<file path="config.mk">
export PLATFORM = sky130hd
export DESIGN_NAME = scheduler2_commit_entry
export DESIGN_NICKNAME = d
export VERILOG_FILES = /design/src/rtl/scheduler2_pkg.sv /design/src/rtl/scheduler2_exend_match.sv /design/src/rtl/scheduler2_commit_entry.sv
export SDC_FILE = /design/constraint.sdc
export NUM_CORES = 1
export LEC_CHECK = 0
export BUFFER_PORTS_ARGS = -buffer_cell sky130_fd_sc_hd__buf_2
export CORE_ASPECT_RATIO = 1.25
export CORE_MARGIN = 2
export CORE_UTILIZATION = 30
export DETAILED_ROUTE_END_ITERATION = 12
export PLACE_DENSITY_LB_ADDON = 0.12
export SLEW_MARGIN = 20
export SYNTH_ARGS = -nofsm -noshare
export SYNTH_HDL_FRONTEND = slang
export SYNTH_HIERARCHICAL = 1
export SYNTH_SLANG_ARGS = --single-unit
</file>
<file path="constraint.sdc">
create_clock -name iCLOCK -period 3.6 [get_ports iCLOCK]
set_input_delay 0.18 -clock iCLOCK [delete_from_list [all_inputs] [get_ports iCLOCK]]
set_output_delay 0.18 -clock iCLOCK [all_outputs]
set_load 0.1 [all_outputs]
</file>
<file path="src/rtl/scheduler2_pkg.sv">
// Shared constants and types for the second-generation scheduler commit stage.
package scheduler2_pkg;
    localparam logic [1:0] ST_IDLE   = 2'd0;
    localparam logic [1:0] ST_WAIT   = 2'd1;
    localparam logic [1:0] ST_END    = 2'd2;
    localparam logic [1:0] ST_EXCEPT = 2'd3;

    localparam int FLAGS_PREG_W = 4;
    localparam int DEST_PREG_W  = 6;
    localparam int DEST_LREG_W  = 5;
    localparam int PC_STRIDE    = 4;

    typedef struct packed {
        logic                    make_flags;
        logic                    writeback;
        logic                    dest_sysreg;
        logic                    ex_branch;
        logic [FLAGS_PREG_W-1:0] flags_preg;
        logic [DEST_PREG_W-1:0]  dest_preg;
        logic [DEST_LREG_W-1:0]  dest_lreg;
    } entry_info_t;
endpackage

</file>
<file path="src/rtl/scheduler2_exend_match.sv">
// Matches exec-end reports against one commit tag; reports hit, exception and
// the code of the lowest-index excepting port.
module scheduler2_exend_match #(
    parameter int EXEND_CH = 4,
    parameter int TAG_W    = 6,
    parameter int EXCODE_W = 4
) (
    input  logic [TAG_W-1:0]          entry_id_i,
    input  logic [EXEND_CH-1:0]       valid_i,
    input  logic [TAG_W*EXEND_CH-1:0] tag_i,
    input  logic [EXEND_CH-1:0]       except_i,
    input  logic [EXCODE_W*EXEND_CH-1:0] excode_i,
    output logic                      hit_o,
    output logic                      except_o,
    output logic [EXCODE_W-1:0]       excode_o
);
    logic [EXEND_CH-1:0] hit;

    genvar j;
    generate
        for (j = 0; j < EXEND_CH; j++) begin : g_port
            assign hit[j] = valid_i[j] && (tag_i[j*TAG_W +: TAG_W] == entry_id_i);
        end
    endgenerate

    // Scan high to low so the lowest excepting port is written last.
    always_comb begin
        excode_o = '0;
        for (int p = EXEND_CH - 1; p >= 0; p--) begin
            if (hit[p] && except_i[p]) excode_o = excode_i[p*EXCODE_W +: EXCODE_W];
        end
    end

    assign hit_o    = |hit;
    assign except_o = |(hit & except_i);
endmodule

</file>
<file path="src/rtl/scheduler2_commit_entry.sv">
// One reorder-buffer slot: captures a dispatched instruction, tracks its
// completion/exception and presents it to in-order commit.
module scheduler2_commit_entry
    import scheduler2_pkg::*;
#(
    parameter int ENTRY_ID  = 0,
    parameter int TAG_W     = 6,
    parameter int REGIST_CH = 2,
    parameter int EXEND_CH  = 4,
    parameter int PC_W      = 32,
    parameter int EXCODE_W  = 4
) (
    input  logic                              iCLOCK,
    input  logic                              iRESET,
    input  logic                              iLOCK,
    input  logic                              iRESTART_VALID,
    input  logic [TAG_W-1:0]                  iREGIST_POINTER,
    input  logic [REGIST_CH-1:0]              iREGIST_VALID,
    input  logic [REGIST_CH-1:0]              iREGIST_MAKE_FLAGS,
    input  logic [REGIST_CH-1:0]              iREGIST_WRITEBACK,
    input  logic [REGIST_CH-1:0]              iREGIST_DEST_SYSREG,
    input  logic [REGIST_CH-1:0]              iREGIST_EX_BRANCH,
    input  logic [FLAGS_PREG_W*REGIST_CH-1:0] iREGIST_FLAGS_PREG_POINTER,
    input  logic [DEST_PREG_W*REGIST_CH-1:0]  iREGIST_DEST_PREG_POINTER,
    input  logic [DEST_LREG_W*REGIST_CH-1:0]  iREGIST_DEST_LREG_POINTER,
    input  logic [PC_W-1:0]                   iREGIST_PC,
    input  logic                              iCOMMIT_VALID,
    input  logic [EXEND_CH-1:0]               iEXEND_VALID,
    input  logic [TAG_W*EXEND_CH-1:0]         iEXEND_COMMIT_TAG,
    input  logic [EXEND_CH-1:0]               iEXEND_EXCEPT,
    input  logic [EXCODE_W*EXEND_CH-1:0]      iEXEND_EXCODE,
    output logic                              oINFO_VALID,
    output logic                              oINFO_EX_END,
    output logic                              oINFO_EXCEPT,
    output logic [EXCODE_W-1:0]               oINFO_EXCODE,
    output logic                              oINFO_MAKE_FLAGS_VALID,
    output logic                              oINFO_WRITEBACK_VALID,
    output logic                              oINFO_DEST_SYSREG,
    output logic                              oINFO_EX_BRANCH,
    output logic [PC_W-1:0]                   oINFO_PC,
    output logic [FLAGS_PREG_W-1:0]           oINFO_FLAGS_PREG_POINTER,
    output logic [DEST_PREG_W-1:0]            oINFO_DEST_PREG_POINTER,
    output logic [DEST_LREG_W-1:0]            oINFO_DEST_LREG_POINTER,
    output logic                              oINFO_FREE
);
    localparam logic [TAG_W-1:0] MY_TAG = TAG_W'(ENTRY_ID);

    logic [1:0]          state_q, state_d;
    entry_info_t         info_q, info_d;
    logic [PC_W-1:0]     pc_q, pc_d;
    logic [EXCODE_W-1:0] excode_q, excode_d;

    logic [REGIST_CH-1:0] reg_match;
    logic                 reg_hit;
    entry_info_t          reg_info;
    logic [PC_W-1:0]      reg_pc;

    logic                 ex_hit, ex_except;
    logic [EXCODE_W-1:0]  ex_code;

    genvar k;
    generate
        for (k = 0; k < REGIST_CH; k++) begin : g_slot
            assign reg_match[k] = iREGIST_VALID[k] &&
                                  (MY_TAG == TAG_W'(iREGIST_POINTER + TAG_W'(k)));
        end
    endgenerate

    always_comb begin
        reg_hit  = 1'b0;
        reg_info = '0;
        reg_pc   = '0;
        for (int s = REGIST_CH - 1; s >= 0; s--) begin
            if (reg_match[s]) begin
                reg_hit              = 1'b1;
                reg_info.make_flags  = iREGIST_MAKE_FLAGS[s];
                reg_info.writeback   = iREGIST_WRITEBACK[s];
                reg_info.dest_sysreg = iREGIST_DEST_SYSREG[s];
                reg_info.ex_branch   = iREGIST_EX_BRANCH[s];
                reg_info.flags_preg  = iREGIST_FLAGS_PREG_POINTER[s*FLAGS_PREG_W +: FLAGS_PREG_W];
                reg_info.dest_preg   = iREGIST_DEST_PREG_POINTER[s*DEST_PREG_W +: DEST_PREG_W];
                reg_info.dest_lreg   = iREGIST_DEST_LREG_POINTER[s*DEST_LREG_W +: DEST_LREG_W];
                reg_pc               = iREGIST_PC + PC_W'(PC_STRIDE * s);
            end
        end
    end

    scheduler2_exend_match #(
        .EXEND_CH (EXEND_CH),
        .TAG_W    (TAG_W),
        .EXCODE_W (EXCODE_W)
    ) u_exend_match (
        .entry_id_i (MY_TAG),
        .valid_i    (iEXEND_VALID),
        .tag_i      (iEXEND_COMMIT_TAG),
        .except_i   (iEXEND_EXCEPT),
        .excode_i   (iEXEND_EXCODE),
        .hit_o      (ex_hit),
        .except_o   (ex_except),
        .excode_o   (ex_code)
    );

    always_comb begin
        state_d  = state_q;
        info_d   = info_q;
        pc_d     = pc_q;
        excode_d = excode_q;
        if (iRESTART_VALID) begin
            state_d  = ST_IDLE;
            info_d   = '0;
            pc_d     = '0;
            excode_d = '0;
        end else begin
            case (state_q)
                ST_IDLE: begin
                    if (!iLOCK && reg_hit) begin
                        state_d  = ST_WAIT;
                        info_d   = reg_info;
                        pc_d     = reg_pc;
                        excode_d = '0;
                    end
                end
                ST_WAIT: begin
                    if (ex_hit) begin
                        state_d = ex_except ? ST_EXCEPT : ST_END;
                        if (ex_except) excode_d = ex_code;
                    end
                end
                ST_END, ST_EXCEPT: begin
                    // PC and EX_BRANCH stay visible until the slot is reused.
                    if (iCOMMIT_VALID) begin
                        state_d          = ST_IDLE;
                        info_d           = '0;
                        info_d.ex_branch = info_q.ex_branch;
                        excode_d         = '0;
                    end
                end
                default: state_d = ST_IDLE;
            endcase
        end
    end

    always_ff @(posedge iCLOCK or posedge iRESET) begin
        if (iRESET) begin
            state_q  <= ST_IDLE;
            info_q   <= '0;
            pc_q     <= '0;
            excode_q <= '0;
        end else begin
            state_q  <= state_d;
            info_q   <= info_d;
            pc_q     <= pc_d;
            excode_q <= excode_d;
        end
    end

    assign oINFO_VALID              = (state_q != ST_IDLE);
    assign oINFO_EX_END             = (state_q == ST_END) || (state_q == ST_EXCEPT);
    assign oINFO_EXCEPT             = (state_q == ST_EXCEPT);
    assign oINFO_EXCODE             = excode_q;
    assign oINFO_MAKE_FLAGS_VALID   = info_q.make_flags;
    assign oINFO_WRITEBACK_VALID    = info_q.writeback;
    assign oINFO_DEST_SYSREG        = info_q.dest_sysreg;
    assign oINFO_EX_BRANCH          = info_q.ex_branch;
    assign oINFO_PC                 = pc_q;
    assign oINFO_FLAGS_PREG_POINTER = info_q.flags_preg;
    assign oINFO_DEST_PREG_POINTER  = info_q.dest_preg;
    assign oINFO_DEST_LREG_POINTER  = info_q.dest_lreg;
    assign oINFO_FREE               = iRESTART_VALID && (state_q != ST_IDLE);
endmodule

</file>
==> out/metrics.cfg, run 1 <==
[logic_synthesis]
postSynthAreaPerCell_um2=9.76
yosys.cell_types.count=50
syn_area_um2=3630
ys_ff_latch=57
synthCells=372
synthFlopType=dfrtp_1
synth-edff-count=0
ys_seq_area_share_pct=39.3
ys_warn_count=6
ys_async_sr_fraction_pct=100

[cts]
clk_path_buf_depth=2
cts_tree=built
postCtsSetupBuffers=0
cts_buffers=9
htreeDepth=3
path_clk_slew_ns=0.05
root_buffer=clkbuf_16
cts.sinks=57
clk_latency_ns=0.33

[layout]
nets=711
mostFrequentLayoutCells=buf_2, dfrtp_1, nor2_1
final_common_cell=buf_2
drive_above_1_share_pct=39.3
antenna_cells=0
syn_to_final_growth_pct=40.6
post-route-util_pct=43.6

[worst_setup_path]
crit_path_start_kind=flop
slowest_stage=a211oi_4
crit_path_cell_trace=or2_2 -> a211oi_4 -> buf_4 -> nor2_1 -> a22o_1
critical_path_class=flop to flop
r2r_cells=5
cp_num_buf_inv=1
end_kind=flop
r2r-end=oINFO_PC[31]$_DFFE_PP0P_
path_delay_family=compound AO/OA/AOI/OAI gates
rrSetupSlack_ns=1.14
worstPathArrival_ns=2.68
worstPathRequired_ns=3.82
slowest_delay_ns=0.79
r2r-start=state_q[0]$_DFFE_PP0P_
crit_fanout=21

[hold_path]
hold_start=iREGIST_PC[1]
hold_class=input pin to flop
min_path_cells=3
hold_end=oINFO_PC[1]$_DFFE_PP0P_

[floorplan]
core-area_um2=11700
start_util_pct=31.0
die_area_um2=13000
dieHeight_um=127
io_pins=190
rows=44
die_w_um=102

[global_route]
grtUsageTotal_pct=16.8
grt_pass1_vias=3559
grt_start_max_net_pins=40
antenna_found_initial=0
grt_pass1_wl_mm=16.9
grt_overflow=0

[sta]
hold_violations=0
rsz0062_at_grt=false
period_needed_ns=2.46
layout_setup_ws_ns=1.14
relSlewSlack_pct=33.9
final_max_slew_viol_count=0
fmax_mhz=406
skew_ns=0.00690
tightest_slew_ns=0.988
finalSetupTns_ns=0
setup_viol=0
fin_crit_sh_pct=68.4

[power_and_ir_drop]
power_mw=1.73
power_density_nw_per_um2=338
p_leak_nw=2.40
ir_drop_mv=0.163

[detailed_routing]
drtIter0Drc=130
avgRoutedWirePerCell_um=14.5
drt-total-wl_mm=10.8
drc=0
routed_via_density=4.80
drtPass1Iterations=6
via_count=3568
ant_nets=0

[placed_design]
pre_cts_slack_ns=1.02
dp_hpwl_mm=8.51
routabilityCongestion=0.800
port_buffers=189

[run]
drv_cap=0

[outcome]
outcome=finished, final reports clean

## worst max path at each step
stage | cells past startpoint | from | end
2_1_floorplan | 2 | state_q[1]$_DFFE_PP0P_ | oINFO_FREE
3_3_place_gp | 7 | iREGIST_POINTER[3] | oINFO_PC[7]$_DFFE_PP0P_
3_5_place_dp | 7 | iREGIST_POINTER[3] | oINFO_PC[7]$_DFFE_PP0P_
4_1_cts | 5 | state_q[0]$_DFFE_PP0P_ | oINFO_PC[7]$_DFFE_PP0P_
5_1_grt | 5 | state_q[0]$_DFFE_PP0P_ | oINFO_PC[7]$_DFFE_PP0P_
6_report | 5 | state_q[0]$_DFFE_PP0P_ | oINFO_PC[31]$_DFFE_PP0P_
## synth_stat cells, drive strengths merged (5+ instances only)
master / number / area share (%)
a31oi: 5 / 0.86
a21oi: 5 / 0.69
clkbuf: 8 / 0.83
a22o: 9 / 2.2
nand2: 17 / 1.8
nor3: 8 / 1.4
and4: 12 / 3.1
xnor2: 25 / 6.0
xor2: 26 / 6.3
nand4: 19 / 3.4
inv: 5 / 0.52
mux2i: 5 / 1.4
dfrtp: 57 / 39
a211oi: 30 / 6.5
and2: 7 / 1.3
nor2: 37 / 3.8
o2bb2ai: 18 / 4.3
nand3: 17 / 2.5
a22oi: 19 / 3.9
buf: 14 / 2.7
## cells by family after synthesis
family / count (synthesis) / share of synthesized area [%]
other: 1 / 0.103
buffers and inverters: 27 / 4.03
and+or+nand+nor: 138 / 22.9
muxes: 5 / 1.38
DFF: 57 / 39.3
AOI/OAI and AO/OA: 92 / 19.6
xor gates and xnor gates: 51 / 12.3
adders and majority gates: 1 / 0.344
## registers in the layout, indices dropped and copies added, names as in the netlist
name                      flops
oINFO_EXCODE                  4
oINFO_DEST_PREG_POINTER       6
state_q                       2
oINFO_DEST_LREG_POINTER       5
oINFO_MAKE_FLAGS_VALID        1
oINFO_PC                     32
oINFO_EX_BRANCH               1
oINFO_DEST_SYSREG             1
oINFO_WRITEBACK_VALID         1
oINFO_FLAGS_PREG_POINTER      4
## layer usage
metal  track usage, %  up-vias  wire length [um]
met5                0        -                 0
met4             6.75        0               142
met3             5.09       13               852
met2             28.4      127              5370
met1             19.7     1636              4460
li1                 -     1792                 -
## tightest hold or removal path, delay by kind of cell
kind / cells / cell delay [ns]
multiplexers: 1 / 0.05
buffers and inverters: 1 / 0.07
AND/OR/NAND/NOR: 1 / 0.08
## metrics by stage
| stage | instances | hold slack (ns) | instance area (um2) |
|---|---|---|---|
| final | 744 | 0.101 | 5110 |
| after global routing | 744 | 0.124 | 5110 |
| after CTS | 744 | 0.0895 | 5100 |
| after detailed placement | 728 | 0.347 | 4800 |
| after global placement | 728 | 0.336 | 4790 |
| after floorplan | 395 | 0.336 | 3720 |
## final cells by class
type	instances	area [um2]
Clock inverter	3	40.0
Inverter	5	18.8
Tap cell	161	201
Sequential cell	57	1430
Multi-Input combinational cell	311	2170
Timing Repair Buffer	195	993
Fill cell	1207	6620
Clock buffer	12	256
## repair_timing
item / CTS / global route
gates resized for setup: 0 / 0
hold buffers: 1 / 0
hold endpoints to repair: 3 / 0
## power breakdown
group	switching, mW	internal, mW	leakage (nW)
registers	0.00163	0.645	0.796
clock network	0.283	0.566	0.148
logic	0.135	0.0980	1.46
total	0.420	1.31	2.40
Note: power is estimated with default switching activity, not from simulation.
==> inputs of run 2 (changes only) <==
==> constraint.sdc (replaced) <==
create_clock -name iCLOCK -period 2.25 [get_ports iCLOCK]
set_input_delay 0.1125 -clock iCLOCK [delete_from_list [all_inputs] [get_ports iCLOCK]]
set_output_delay 0.1125 -clock iCLOCK [all_outputs]
set_load 0.1 [all_outputs]
==> out/metrics.cfg, run 2 (same netlist as run 1, synthesis figures left out) <==
[sta]
fin_crit_sh_pct=85.2  ; was 68.4%
tightest_slew_ns=0.732  ; was 0.988 ns
final_max_slew_viol_count=0  ; unchanged
fmax_mhz=522  ; was 406 MHz
finalSetupTns_ns=0  ; unchanged
setup_viol=0  ; unchanged
rsz0062_at_grt=false  ; unchanged
hold_violations=0  ; unchanged
skew_ns=0.00775  ; was 0.00690 ns
relSlewSlack_pct=51.2  ; was 33.9%
hold-worst-slack_ns=0.0385  ; was 0.101 ns
period_needed_ns=1.92  ; was 2.46 ns

[cts]
root_buffer=clkbuf_16  ; unchanged
htreeDepth=3  ; unchanged
cts.sinks=57  ; unchanged
path_clk_slew_ns=0.05  ; about the same
cts_buffers=9  ; unchanged
cts_tree=built  ; unchanged
clk_latency_ns=0.33  ; about the same
clk_path_buf_depth=2  ; unchanged
cts_resized=0  ; unchanged

[layout]
largest_reg_flops=32  ; unchanged
multi_input_area_um2=2170  ; about the same
final_common_cell=buf_2  ; unchanged
ff_latch_area_um2=1430  ; unchanged
syn_to_final_growth_pct=41.7  ; was 40.6%
nets=718  ; was 711
fillers=1192  ; was 1,207
drive_above_1_share_pct=39.8  ; was 39.3%
mostFrequentLayoutCells=buf_2, dfrtp_1, nor2_1  ; unchanged
antenna_cells=0  ; unchanged

[placed_design]
routabilityCongestion=0.791  ; was 0.800
port_buffers=189  ; unchanged
dp_hpwl_mm=8.52  ; was 8.51 mm

[detailed_routing]
drtIter0Drc=137  ; was 130
drt-total-wl_mm=10.7  ; was 10.8 mm
routed_via_density=4.82  ; was 4.80
drtPass1Iterations=4  ; was 6
drc=0  ; unchanged
ant_nets=0  ; unchanged
avgRoutedWirePerCell_um=14.2  ; was 14.5 um
via_count=3623  ; was 3,568

[floorplan]
die_area_um2=13000  ; unchanged
start_util_pct=31.0  ; unchanged
core-area_um2=11700  ; unchanged
rows=44  ; unchanged
die_w_um=102  ; unchanged
dieHeight_um=127  ; unchanged
io_pins=190  ; unchanged

[power_and_ir_drop]
ir_drop_mv=0.245  ; was 0.163 mV
p_leak_nw=2.44  ; was 2.40 nW
power_density_nw_per_um2=516  ; was 338 nW/um2

[global_route]
grt_overflow=0  ; unchanged
grtUsageTotal_pct=16.7  ; was 16.8%
grt_pass1_wl_mm=17.0  ; was 16.9 mm
grt_start_max_net_pins=34  ; was 40
antenna_found_initial=0  ; unchanged
grt_pass1_vias=3488  ; was 3,559

[worst_setup_path]
path_delay_family=compound AO/OA/AOI/OAI gates  ; unchanged
crit_path_start_kind=flop  ; unchanged
worstPathRequired_ns=2.46  ; was 3.82 ns
crit_fanout=26  ; was 21
slowest_stage=dfrtp_1  ; was a211oi_4
end_kind=flop  ; unchanged
slowest_delay_ns=0.41  ; was 0.79 ns
cp_num_buf_inv=1  ; unchanged
crit_path_cell_trace=or2_2 -> a211oi_4 -> buf_4 -> nor2_1 -> a22o_1  ; unchanged
critical_path_class=flop to flop  ; unchanged
worstPathArrival_ns=2.13  ; was 2.68 ns

[outcome]
outcome=finished, final reports clean  ; unchanged

[hold_path]
hold_class=input pin to flop  ; unchanged

[run]
drv_cap=0  ; unchanged

run 2: per-stage QoR:
stage / cell area (um2) / total power [mW] / setup slack (ns) / util [%] / std cells
after floorplan: 3720 / 1.25 / 0.359 / - / 395
after global placement: 4860 / 1.42 / 0.305 / 41.4 / 735
after detailed placement: 4860 / 1.43 / 0.212 / 41.4 / 735
after CTS: 5140 / 2.70 / 0.331 / 43.8 / 752
after global routing: 5150 / 2.79 / 0.233 / 43.9 / 752
final: 5150 / 2.66 / 0.333 / 43.9 / 752
run 2: worst paths after layout:
| kind | start | to | slack, ns | cells past startpoint |
|---|---|---|---|---|
| max | state_q[0]$_DFFE_PP0P_ | oINFO_PC[31]$_DFFE_PP0P_ | 0.33 | 5 |
| min | iREGIST_PC[1] | oINFO_PC[1]$_DFFE_PP0P_ | 0.04 | 3 |
| max reg2reg | state_q[0]$_DFFE_PP0P_ | oINFO_PC[31]$_DFFE_PP0P_ | 0.33 | 5 |
| min reg2reg | oINFO_WRITEBACK_VALID$_DFFE_PP0P_ | oINFO_WRITEBACK_VALID$_DFFE_PP0P_ | 0.48 | 1 |
| max in group asynchronous | iRESET | state_q[0]$_DFFE_PP0P_ | 1.27 | 4 |
| min in group asynchronous | iRESET | oINFO_PC[13]$_DFFE_PP0P_ | 0.40 | 3 |
run 2: cell type report:
class	instances	share of cell area [%]
inverter	5	0.365
clock inverter	3	0.292
clock buffer	13	5.06
multi-input combinational	311	42.1
tap	161	3.91
timing repair buffer	202	20.6
sequential	57	27.7
run 2: per-layer routing:
layer	global-route usage, %	up-vias	part of all wire [%]
met5	0	-	0
met4	5.65	0	0.84
met3	3.56	9	7.3
met2	28.6	131	49
met1	20.8	1681	42
li1	-	1802	-
run 2: timing repair:
item	4_1_cts	5_1_grt
endpoints found under the setup margin	0	0
endpoints found under the hold margin	24	0
hold buffers	1	0
buffers inserted	0	0
run 2: worst register-to-register path, cell delays in order, from the launching register on:
cell and delay (ns):
dfrtp_1 0.41, or2_2 0.38, a211oi_4 0.27, buf_4 0.36, nor2_1 0.13, a22o_1 0.25
run 2: power breakdown:
group          internal [mW]  switching [mW]  leakage (nW)
clock network          0.798           0.449         0.139
logic                  0.162           0.216          1.50
registers               1.03         0.00232         0.796
==> inputs of run 3 (changes only) <==
--- a/config.mk
+++ b/config.mk
@@ -8,7 +8,7 @@
 export BUFFER_PORTS_ARGS = -buffer_cell sky130_fd_sc_hd__buf_2
 export CORE_ASPECT_RATIO = 1.25
 export CORE_MARGIN = 2
-export CORE_UTILIZATION = 30
+export CORE_UTILIZATION = 41
 export DETAILED_ROUTE_END_ITERATION = 12
 export PLACE_DENSITY_LB_ADDON = 0.12
 export SLEW_MARGIN = 20
==> out/metrics.cfg, run 3 (same netlist as run 1, synthesis figures left out) <==
[sta]
hold-worst-slack_ns=0.0211  ; was 0.0385 ns
tightest_slew_ns=0.706  ; was 0.732 ns
finalSetupTns_ns=0  ; unchanged
hold_violations=0  ; unchanged
fmax_mhz=551  ; was 522 MHz
final_max_slew_viol_count=0  ; unchanged
relSlewSlack_pct=52.9  ; was 51.2%
setup_viol=0  ; unchanged
fin_crit_sh_pct=80.6  ; was 85.2%
rsz0062_at_grt=false  ; unchanged
skew_ns=0.00575  ; was 0.00775 ns
period_needed_ns=1.81  ; was 1.92 ns

[global_route]
grt_pass1_vias=3470  ; was 3,488
grt_start_max_net_pins=32  ; was 34
grt_overflow=0  ; unchanged
antenna_found_initial=0  ; unchanged
grtUsageTotal_pct=21.4  ; was 16.7%
grt_pass1_wl_mm=16.0  ; was 17.0 mm

[layout]
mostFrequentLayoutCells=buf_2, dfrtp_1, nor2_1  ; unchanged
design_area_um2=4970  ; was 5150 um2
syn_to_final_growth_pct=36.9  ; was 41.7%
final_common_cell=buf_2  ; unchanged
fillers=820  ; was 1,192
drive_above_1_share_pct=39.6  ; was 39.8%
ff_latch_area_um2=1430  ; unchanged
antenna_cells=0  ; unchanged
largest_reg_flops=32  ; unchanged
nets=718  ; unchanged
multi_input_area_um2=2160  ; was 2170 um2

[power_and_ir_drop]
swShare_pct=26.8  ; was 25.1%
pwr-share-clk_pct=37.1  ; was 46.9%
p_leak_nw=2.38  ; was 2.44 nW
power.internal_mw=1.64  ; was 1.99 mW
ir_drop_mv=0.249  ; was 0.245 mV
power_mw=2.24  ; was 2.66 mW
power_density_nw_per_um2=451  ; was 516 nW/um2
p_switching_mw=0.600  ; was 0.667 mW
pwr-share-seq_pct=46.0  ; was 38.9%
comb_power_share_pct=16.9  ; was 14.2%

[worst_setup_path]
slowest_delay_ns=0.43  ; was 0.41 ns
end_kind=flop  ; unchanged
r2r_cells=4  ; was 5
r2r-end=oINFO_FLAGS_PREG_POINTER[0]$_DFFE_PP0P_  ; was oINFO_PC[31]$_DFFE_PP0P_
crit_path_cell_trace=or2_2 -> a211oi_2 -> nand2b_1 -> o2bb2ai_1  ; was or2_2 -> a211oi_4 -> buf_4 -> nor2_1 -> a22o_1
slowest_stage=dfrtp_1  ; unchanged
r2r-start=state_q[0]$_DFFE_PP0P_  ; unchanged
rrSetupSlack_ns=0.44  ; was 0.33 ns
critical_path_class=flop to flop  ; unchanged
worstPathArrival_ns=2.06  ; was 2.13 ns
crit_fanout=18  ; was 26
worstPathRequired_ns=2.49  ; was 2.46 ns
crit_path_start_kind=flop  ; unchanged

[detailed_routing]
ant_nets=0  ; unchanged
drtPass1Iterations=4  ; unchanged
drt-total-wl_mm=10.2  ; was 10.7 mm
avgRoutedWirePerCell_um=14.5  ; was 14.2 um
drtIter0Drc=149  ; was 137
routed_via_density=5.14  ; was 4.82
drc=0  ; unchanged
via_count=3643  ; was 3,623

[floorplan]
start_util_pct=42.0  ; was 31.0%
io_pins=190  ; unchanged
rows=38  ; was 44
core-area_um2=8650  ; was 11,700 um2
dieHeight_um=109  ; was 127 um
die_area_um2=9630  ; was 13,000 um2
die_w_um=88.2  ; was 102 um

[hold_path]
hold_end=oINFO_PC[0]$_DFFE_PP0P_  ; was oINFO_PC[1]$_DFFE_PP0P_
min_path_cells=3  ; unchanged
hold_class=input pin to flop  ; unchanged
hold_start=iREGIST_PC[0]  ; was iREGIST_PC[1]

[cts]
root_buffer=clkbuf_8  ; was clkbuf_16
postCtsSetupBuffers=0  ; unchanged
clk_path_buf_depth=2  ; unchanged
cts.sinks=57  ; unchanged
cts_buffers=9  ; unchanged
clk_latency_ns=0.33  ; about the same
cts_resized=0  ; unchanged
cts_hold_buf=1  ; unchanged
path_clk_slew_ns=0.06  ; was 0.05 ns
cts_tree=built  ; unchanged
htreeDepth=3  ; unchanged

[placed_design]
port_buffers=189  ; unchanged
routabilityCongestion=0.814  ; was 0.791
dp_hpwl_mm=8.18  ; was 8.52 mm
placed_area_um2=4800  ; was 4860 um2

[outcome]
outcome=finished, final reports clean  ; unchanged

[run]
drv_cap=0  ; unchanged

run 3: changes by cell type in the layout (fill, tap and decap cells not counted):
cell       before  now
clkbuf_16       9    0
clkbuf_8        2   11
clkinv_2        3    0
a211oi_2        0    1
a211oi_4        2    1
a21oi_1         5    4
a21oi_2         0    1
clkbuf_1        2    3
nor3b_2         0    1
nor3b_4         1    0
run 3: area by class of cell:
type / instances / area share [%]
Timing Repair Buffer: 202 / 21.3
Clock buffer: 14 / 3.27
Inverter: 5 / 0.377
Tap cell: 120 / 3.02
Sequential cell: 57 / 28.7
Multi-Input combinational cell: 311 / 43.4
run 3: power by group through the flow:
stage | clock (mW) | combinational, mW | sequential, mW
2_1_floorplan | 0 | 0.165 | 1.08
3_3_place_gp | 0 | 0.369 | 1.05
3_5_place_dp | 0 | 0.379 | 1.05
4_1_cts | 0.852 | 0.382 | 1.03
5_1_grt | 0.908 | 0.419 | 1.03
6_report | 0.831 | 0.378 | 1.03
run 3: how the worst max path moves through the flow:
stage               slack [ns]                                 endpoint  cells past startpoint                   start
floorplan                 0.36   oINFO_DEST_LREG_POINTER[0]$_DFFE_PP0P_                      6  state_q[1]$_DFFE_PP0P_
CTS                       0.41   oINFO_DEST_LREG_POINTER[4]$_DFFE_PP0P_                      4  state_q[0]$_DFFE_PP0P_
detailed placement        0.22              oINFO_EXCODE[0]$_DFFE_PP0P_                      9    iEXEND_COMMIT_TAG[9]
global route              0.25   oINFO_DEST_LREG_POINTER[1]$_DFFE_PP0P_                      4  state_q[0]$_DFFE_PP0P_
finish                    0.44  oINFO_FLAGS_PREG_POINTER[0]$_DFFE_PP0P_                      4  state_q[0]$_DFFE_PP0P_
global placement          0.20                 oINFO_PC[19]$_DFFE_PP0P_                      6        iREGIST_VALID[0]
run 3: worst max-delay path, delay by kind of cell, from the launching register on:
| family | cells | cell delay [ns] |
|---|---|---|
| compound gates | 2 | 0.49 |
| flops | 1 | 0.43 |
| simple gates | 2 | 0.80 |
run 3: stage by stage:
step	utilization [%]	setup slack (ns)	cells
6_report	57.5	0.436	709
3_3_place_gp	55.4	0.200	694
2_1_floorplan	-	0.359	395
5_1_grt	57.5	0.254	709
4_1_cts	57.5	0.405	709
3_5_place_dp	55.5	0.221	694
run 3: layer usage:
| layer | part of all wire [%] | vias to the layer above | wire length, um | track usage [%] |
|---|---|---|---|---|
| met5 | 0 | - | 0 | 0 |
| met4 | 1.7 | 0 | 174 | 7.14 |
| met3 | 7.8 | 14 | 795 | 5.37 |
| met2 | 51 | 149 | 5190 | 37.3 |
| met1 | 40 | 1676 | 4090 | 25.3 |
| li1 | - | 1804 | - | - |
